$ cat config.mk
export PLATFORM = sky130hd
export DESIGN_NAME = seg7_scan_driver_flat
export DESIGN_NICKNAME = d
export VERILOG_FILES = /design/src/rtl/seg7_scan_driver_if.sv /design/src/rtl/seg7_scan_driver.sv /design/src/flat_wrapper.sv
export SDC_FILE = /design/constraint.sdc
export NUM_CORES = 1
export LEC_CHECK = 0
export CAP_MARGIN = 20
export CORE_UTILIZATION = 48
export CTS_CLUSTER_DIAMETER = 120
export CTS_CLUSTER_SIZE = 14
export DETAILED_ROUTE_END_ITERATION = 12
export GPL_TIMING_DRIVEN = 0
export PLACE_DENSITY = 0.75
export SYNTH_ARGS = -nofsm -noshare
export SYNTH_HDL_FRONTEND = slang
export SYNTH_SLANG_ARGS = --single-unit
$ cat constraint.sdc
create_clock -name clk -period 2.4 [get_ports clk]
set_input_delay 0.36 -clock clk [delete_from_list [all_inputs] [get_ports clk]]
set_output_delay 0.36 -clock clk [all_outputs]
set_load 0.1 [all_outputs]
$ cat src/rtl/seg7_scan_driver_if.sv
// Digit-select / segment-pattern bus between the scan driver and its mux.
// The driver is the master: it drives sel and reads back mux_data.
interface seg7_scan_driver_if;
  logic [2:0] sel;
  logic [7:0] mux_data;

  modport master (
    output sel,
    input  mux_data
  );

  modport slave (
    input  sel,
    output mux_data
  );
endinterface

$ cat src/rtl/seg7_scan_driver.sv
// Eight-digit seven-segment scan controller.
// Each slot opens with a blanking gap, then shows one digit.
module seg7_scan_driver #(
  parameter int SCAN_DIV  = 16,
  parameter int BLANK_CYC = 2
) (
  input  logic                       clk,
  input  logic                       rst_n,
  input  logic                       en,
  input  logic [7:0]                 digit_mask,
  input  logic [7:0]                 blink_mask,
  input  logic                       blink_tick,
  seg7_scan_driver_if.master         mux,
  output logic [7:0]                 an,
  output logic [7:0]                 seg,
  output logic                       frame_done
);

  localparam logic [0:0] BLANK = 1'b0;
  localparam logic [0:0] SHOW  = 1'b1;

  localparam logic [15:0] PRE_LAST = 16'(SCAN_DIV - 1);
  localparam logic [15:0] PRE_CAP  = 16'(BLANK_CYC - 1);

  logic [15:0] pre_q, pre_d;
  logic [0:0]  state_q, state_d;
  logic [2:0]  sel_q, sel_d;
  logic [7:0]  an_q, an_d;
  logic [7:0]  seg_q, seg_d;
  logic        fd_q, fd_d;
  logic        blink_q, blink_d;

  logic        last;
  logic        cap;
  logic        lit;
  logic [7:0]  an_word;

  assign last = (pre_q == PRE_LAST);
  assign cap  = (state_q == BLANK) && (pre_q == PRE_CAP);
  assign lit  = digit_mask[sel_q] &
                ~(blink_mask[sel_q] & blink_q);
  assign an_word = lit ? ~(8'h01 << sel_q) : 8'hFF;

  always_comb begin
    pre_d   = pre_q;
    state_d = state_q;
    sel_d   = sel_q;
    an_d    = an_q;
    seg_d   = seg_q;
    fd_d    = 1'b0;
    blink_d = blink_q ^ blink_tick;
    unique case (1'b1)
      (!en): begin
        pre_d   = '0;
        state_d = BLANK;
        an_d    = 8'hFF;
        seg_d   = 8'hFF;
      end
      (en && last): begin
        pre_d   = '0;
        sel_d   = sel_q + 3'd1;
        state_d = BLANK;
        an_d    = 8'hFF;
        fd_d    = (sel_q == 3'd7);
      end
      default: begin
        pre_d = pre_q + 16'd1;
        // anode turns on the same edge the pattern is captured
        if (cap) begin
          seg_d   = mux.mux_data;
          state_d = SHOW;
        end
        an_d = (cap || state_q == SHOW)
               ? an_word : 8'hFF;
      end
    endcase
  end

  always_ff @(posedge clk or negedge rst_n) begin
    if (!rst_n) begin
      pre_q   <= '0;
      state_q <= BLANK;
      sel_q   <= '0;
      an_q    <= 8'hFF;
      seg_q   <= 8'hFF;
      fd_q    <= 1'b0;
      blink_q <= 1'b0;
    end else begin
      pre_q   <= pre_d;
      state_q <= state_d;
      sel_q   <= sel_d;
      an_q    <= an_d;
      seg_q   <= seg_d;
      fd_q    <= fd_d;
      blink_q <= blink_d;
    end
  end

  assign mux.sel    = sel_q;
  assign an         = an_q;
  assign seg        = seg_q;
  assign frame_done = fd_q;

endmodule

$ cat src/flat_wrapper.sv
// flat-port wrapper written by rule: the top's interface ports become plain ports
module seg7_scan_driver_flat 
#(
  parameter int SCAN_DIV  = 16,
  parameter int BLANK_CYC = 2
)
  (clk, rst_n, en, digit_mask, blink_mask, blink_tick, an, seg, frame_done, mux_sel, mux_mux_data);
  seg7_scan_driver_if mux_i ();
  input  logic clk;
  input  logic rst_n;
  input  logic en;
  input  logic [7:0] digit_mask;
  input  logic [7:0] blink_mask;
  input  logic blink_tick;
  output logic [7:0] an;
  output logic [7:0] seg;
  output logic frame_done;
  output wire logic [$bits(mux_i.sel)-1:0] mux_sel;
  input wire logic [$bits(mux_i.mux_data)-1:0] mux_mux_data;
  assign mux_sel = mux_i.sel;
  assign mux_i.mux_data = mux_mux_data;
  seg7_scan_driver #(.SCAN_DIV(SCAN_DIV), .BLANK_CYC(BLANK_CYC)) u_core (.clk(clk), .rst_n(rst_n), .en(en), .digit_mask(digit_mask), .blink_mask(blink_mask), .blink_tick(blink_tick), .mux(mux_i), .an(an), .seg(seg), .frame_done(frame_done));
endmodule
==> impl_metrics.json, run 1 <==
{
  "drtAntennaViolNets": 0,
  "end_kind": "output port",
  "path_clk_slew_ps": 70,
  "clock_path_buffers": 2,
  "area_growth_pct": 32.3,
  "layout.nets": 266,
  "async_flop_share": 1.00,
  "finalCritPeriodShare": 0.962,
  "wire_per_inst_um": 14.2,
  "drive_gt1_frac": 0.156,
  "yosysSeqAreaShare": 0.512,
  "cts_setup_buffers": 0,
  "crit_buf_inv": 1,
  "grt_antenna_before_repair": 0,
  "synth_cells": 176,
  "dp_slack_ps": 75.6,
  "synth_commonest_cells": "22 x dfrtp_1, 20 x nand3_1, 16 x dfstp_2",
  "rows": 22,
  "grt_pass1_vias": 1602,
  "fp.dieH_um": 64.8,
  "tightest_slew_ps": 970,
  "initial_core_util": 0.510,
  "crit_path_max_incr_delay_ps": 1120,
  "cts_made_buffers": 5,
  "hold_violations": 0,
  "ioPinCount": 48,
  "gp_congestion": 0.791,
  "r2r_cells": 5,
  "drtPass1Iterations": 4,
  "crit-reg2reg-launch": "u_core.pre_q[4]",
  "dieArea_sq_mm": 0.00420,
  "core_area_sq_mm": 0.00372,
  "cap_violations": 0,
  "htreeDepth": 2,
  "syn_nets": 212,
  "critPathRequiredTime_ps": 2040,
  "crit_fanout": 2,
  "r2r_end": "u_core.an[5]",
  "ys_ff_latch": 38,
  "period_minus_slack_ps": 2310,
  "gr-total-overflow": 0,
  "num_vias": 1546,
  "final-max-slew-violation-count": 0,
  "critical_path.slowest_cell": "clkdlybuf4s50_1",
  "power_density_mw_per_mm2": 560,
  "via_per_inst": 5.54,
  "peakVddDrop_v": 0.000247,
  "syn_area_sq_mm": 0.00190,
  "fmax_mhz": 433,
  "grt_pass1_wl_um": 6830,
  "rrSetupSlack_ps": 130,
  "grt_use_total": 0.219,
  "synth_edf_count": 0,
  "hp-class": "in -> async",
  "crit_family": "buffers and inverters",
  "insertion_delay_ps": 290,
  "wl_um": 3970,
  "hold_buffers": 0,
  "leakage_nw": 1.00,
  "io_buffers": 47,
  "rsz0062_at_grt": "false",
  "ys.flop_type": "dfrtp_1",
  "fin_skew_ps": 9.95,
  "grt_max_degree": 39,
  "clkSinkCount": 38,
  "setup_violations": 0,
  "setup_slack_ps": 90.4,
  "ctsResizeCount": 0,
  "yosysMostFrequentCell": "dfrtp_1",
  "synth_top_cell_by_area": "dfrtp_1",
  "relSlewSlack": 0.351,
  "cts_tree": "done",
  "drc": 0,
  "ys_warn_count": 0,
  "synth_area_per_cell_sq_um": 10.8,
  "place_hpwl_um": 2950,
  "outcome": "complete, no violations",
  "p_total_mw": 1.40,
  "cp-start-kind": "flop",
  "crit_arrival_ps": 1950,
  "synth.area.top_cells": "dfrtp_1 29%, dfstp_2 22%, ha_1 5.3%",
  "path_class": "reg -> out",
  "die_w_um": 64.8,
  "netlist.area_leader.share": 0.290,
  "antenna_cells": 0,
  "yosysUniqueCellTypes": 36,
  "tns_ps": 0,
  "cp_cell_sequence": "clkdlybuf4s50_1",
  "cts_root_buf": "clkbuf_8",
  "drtIter0Drc": 99
}
-- routing by layer --
layer	vias to the layer above	routed length, um	global-route usage
met4	0	55	0.108
met3	7	292	0.0440
met1	720	1630	0.252
met2	72	1990	0.384
met5	-	0	0
li1	747	-	-
-- logic make-up (layout without fill, tap and decap cells) --
kind of cell | Yosys count | count (layout) | share of synthesized area
adders and majority gates | 8 | 8 | 0.0528
DFF | 38 | 38 | 0.512
xor gates and xnor gates | 12 | 12 | 0.0554
AOI/OAI and AO/OA | 21 | 21 | 0.0786
buffers and inverters | 13 | 68 | 0.0264
and+or+nand+nor | 77 | 77 | 0.230
muxes | 7 | 7 | 0.0449
-- where the power goes --
part           total (mW)  switching [mW]  internal, mW
Clock               0.409           0.203         0.206
Combinational       0.294           0.196        0.0983
Sequential          0.701          0.0202         0.681
Total                1.40           0.419         0.985
-- cell usage in the layout, fill, tap and decap left out, types with 8 or more instances in the layout --
cell type	synthesis	routed
xnor2_1	8	8
nand4_1	10	10
dfstp_2	16	16
dfrtp_1	22	21
nor2_1	12	12
inv_1	8	8
clkdlybuf4s50_1	0	44
o21ai_0	12	12
ha_1	8	8
nand3_1	20	20
-- per-stage QoR --
step	area, sq um	hold slack [ps]	std cells	utilization
final	2510	145	279	0.675
after global routing	2510	215	279	0.675
after CTS	2500	179	279	0.673
after detailed placement	2420	473	271	0.652
after global placement	2430	461	271	0.653
after floorplan	1900	64.4	176	-
-- cell type report --
cell class / count / area, sq um
Clock buffer: 8 / 80.1
Buffer: 4 / 17.5
Multi-Input combinational cell: 125 / 875
Timing Repair Buffer: 47 / 470
Inverter: 9 / 33.8
Tap cell: 48 / 60.1
Fill cell: 310 / 1210
Sequential cell: 38 / 972
-- worst reg2reg max path, delay by kind of cell (launching register included) --
kind,cells,cell delay [ps]
AND/OR/NAND/NOR,3,1270
flip-flops,1,440
AO/OA/AOI/OAI,1,260
buffers and inverters,1,190
-- registers in the layout, indices dropped and copies added, names as in the netlist --
name and cells:
u_core.seg 8, u_core.blink_q 1, u_core.frame_done 1, u_core.an 8, u_core.mux.sel 3, u_core.pre_q 16
u_core.state_q 1
-- how the worst max path moves through the flow --
stage | startpoint | end | slack [ps] | cells past startpoint
after floorplan | u_core.mux.sel[0] | u_core.an[4] | 200 | 5
after global placement | rst_n | u_core.mux.sel[0] | 60 | 1
after detailed placement | u_core.pre_q[4] | u_core.pre_q[9] | 80 | 4
after CTS | u_core.mux.sel[1] | mux_sel[1] | 9 | 1
after global routing | u_core.pre_q[8] | u_core.an[3] | 20 | 5
final | u_core.seg[3] | seg[3] | 90 | 1
Note: power is estimated with default switching activity, not from simulation.
==> run 2: changes to the inputs <==
Settings changed: ABC_AREA set to 0.
==> results of run 2 <==
No change in the layout: final DEF, timing and power equal those of run 1.
==> run 3: changes to the inputs <==
Settings changed: CAP_MARGIN 20 to unset.
==> results of run 3 <==
No change in the layout: final DEF, timing and power equal those of run 1.
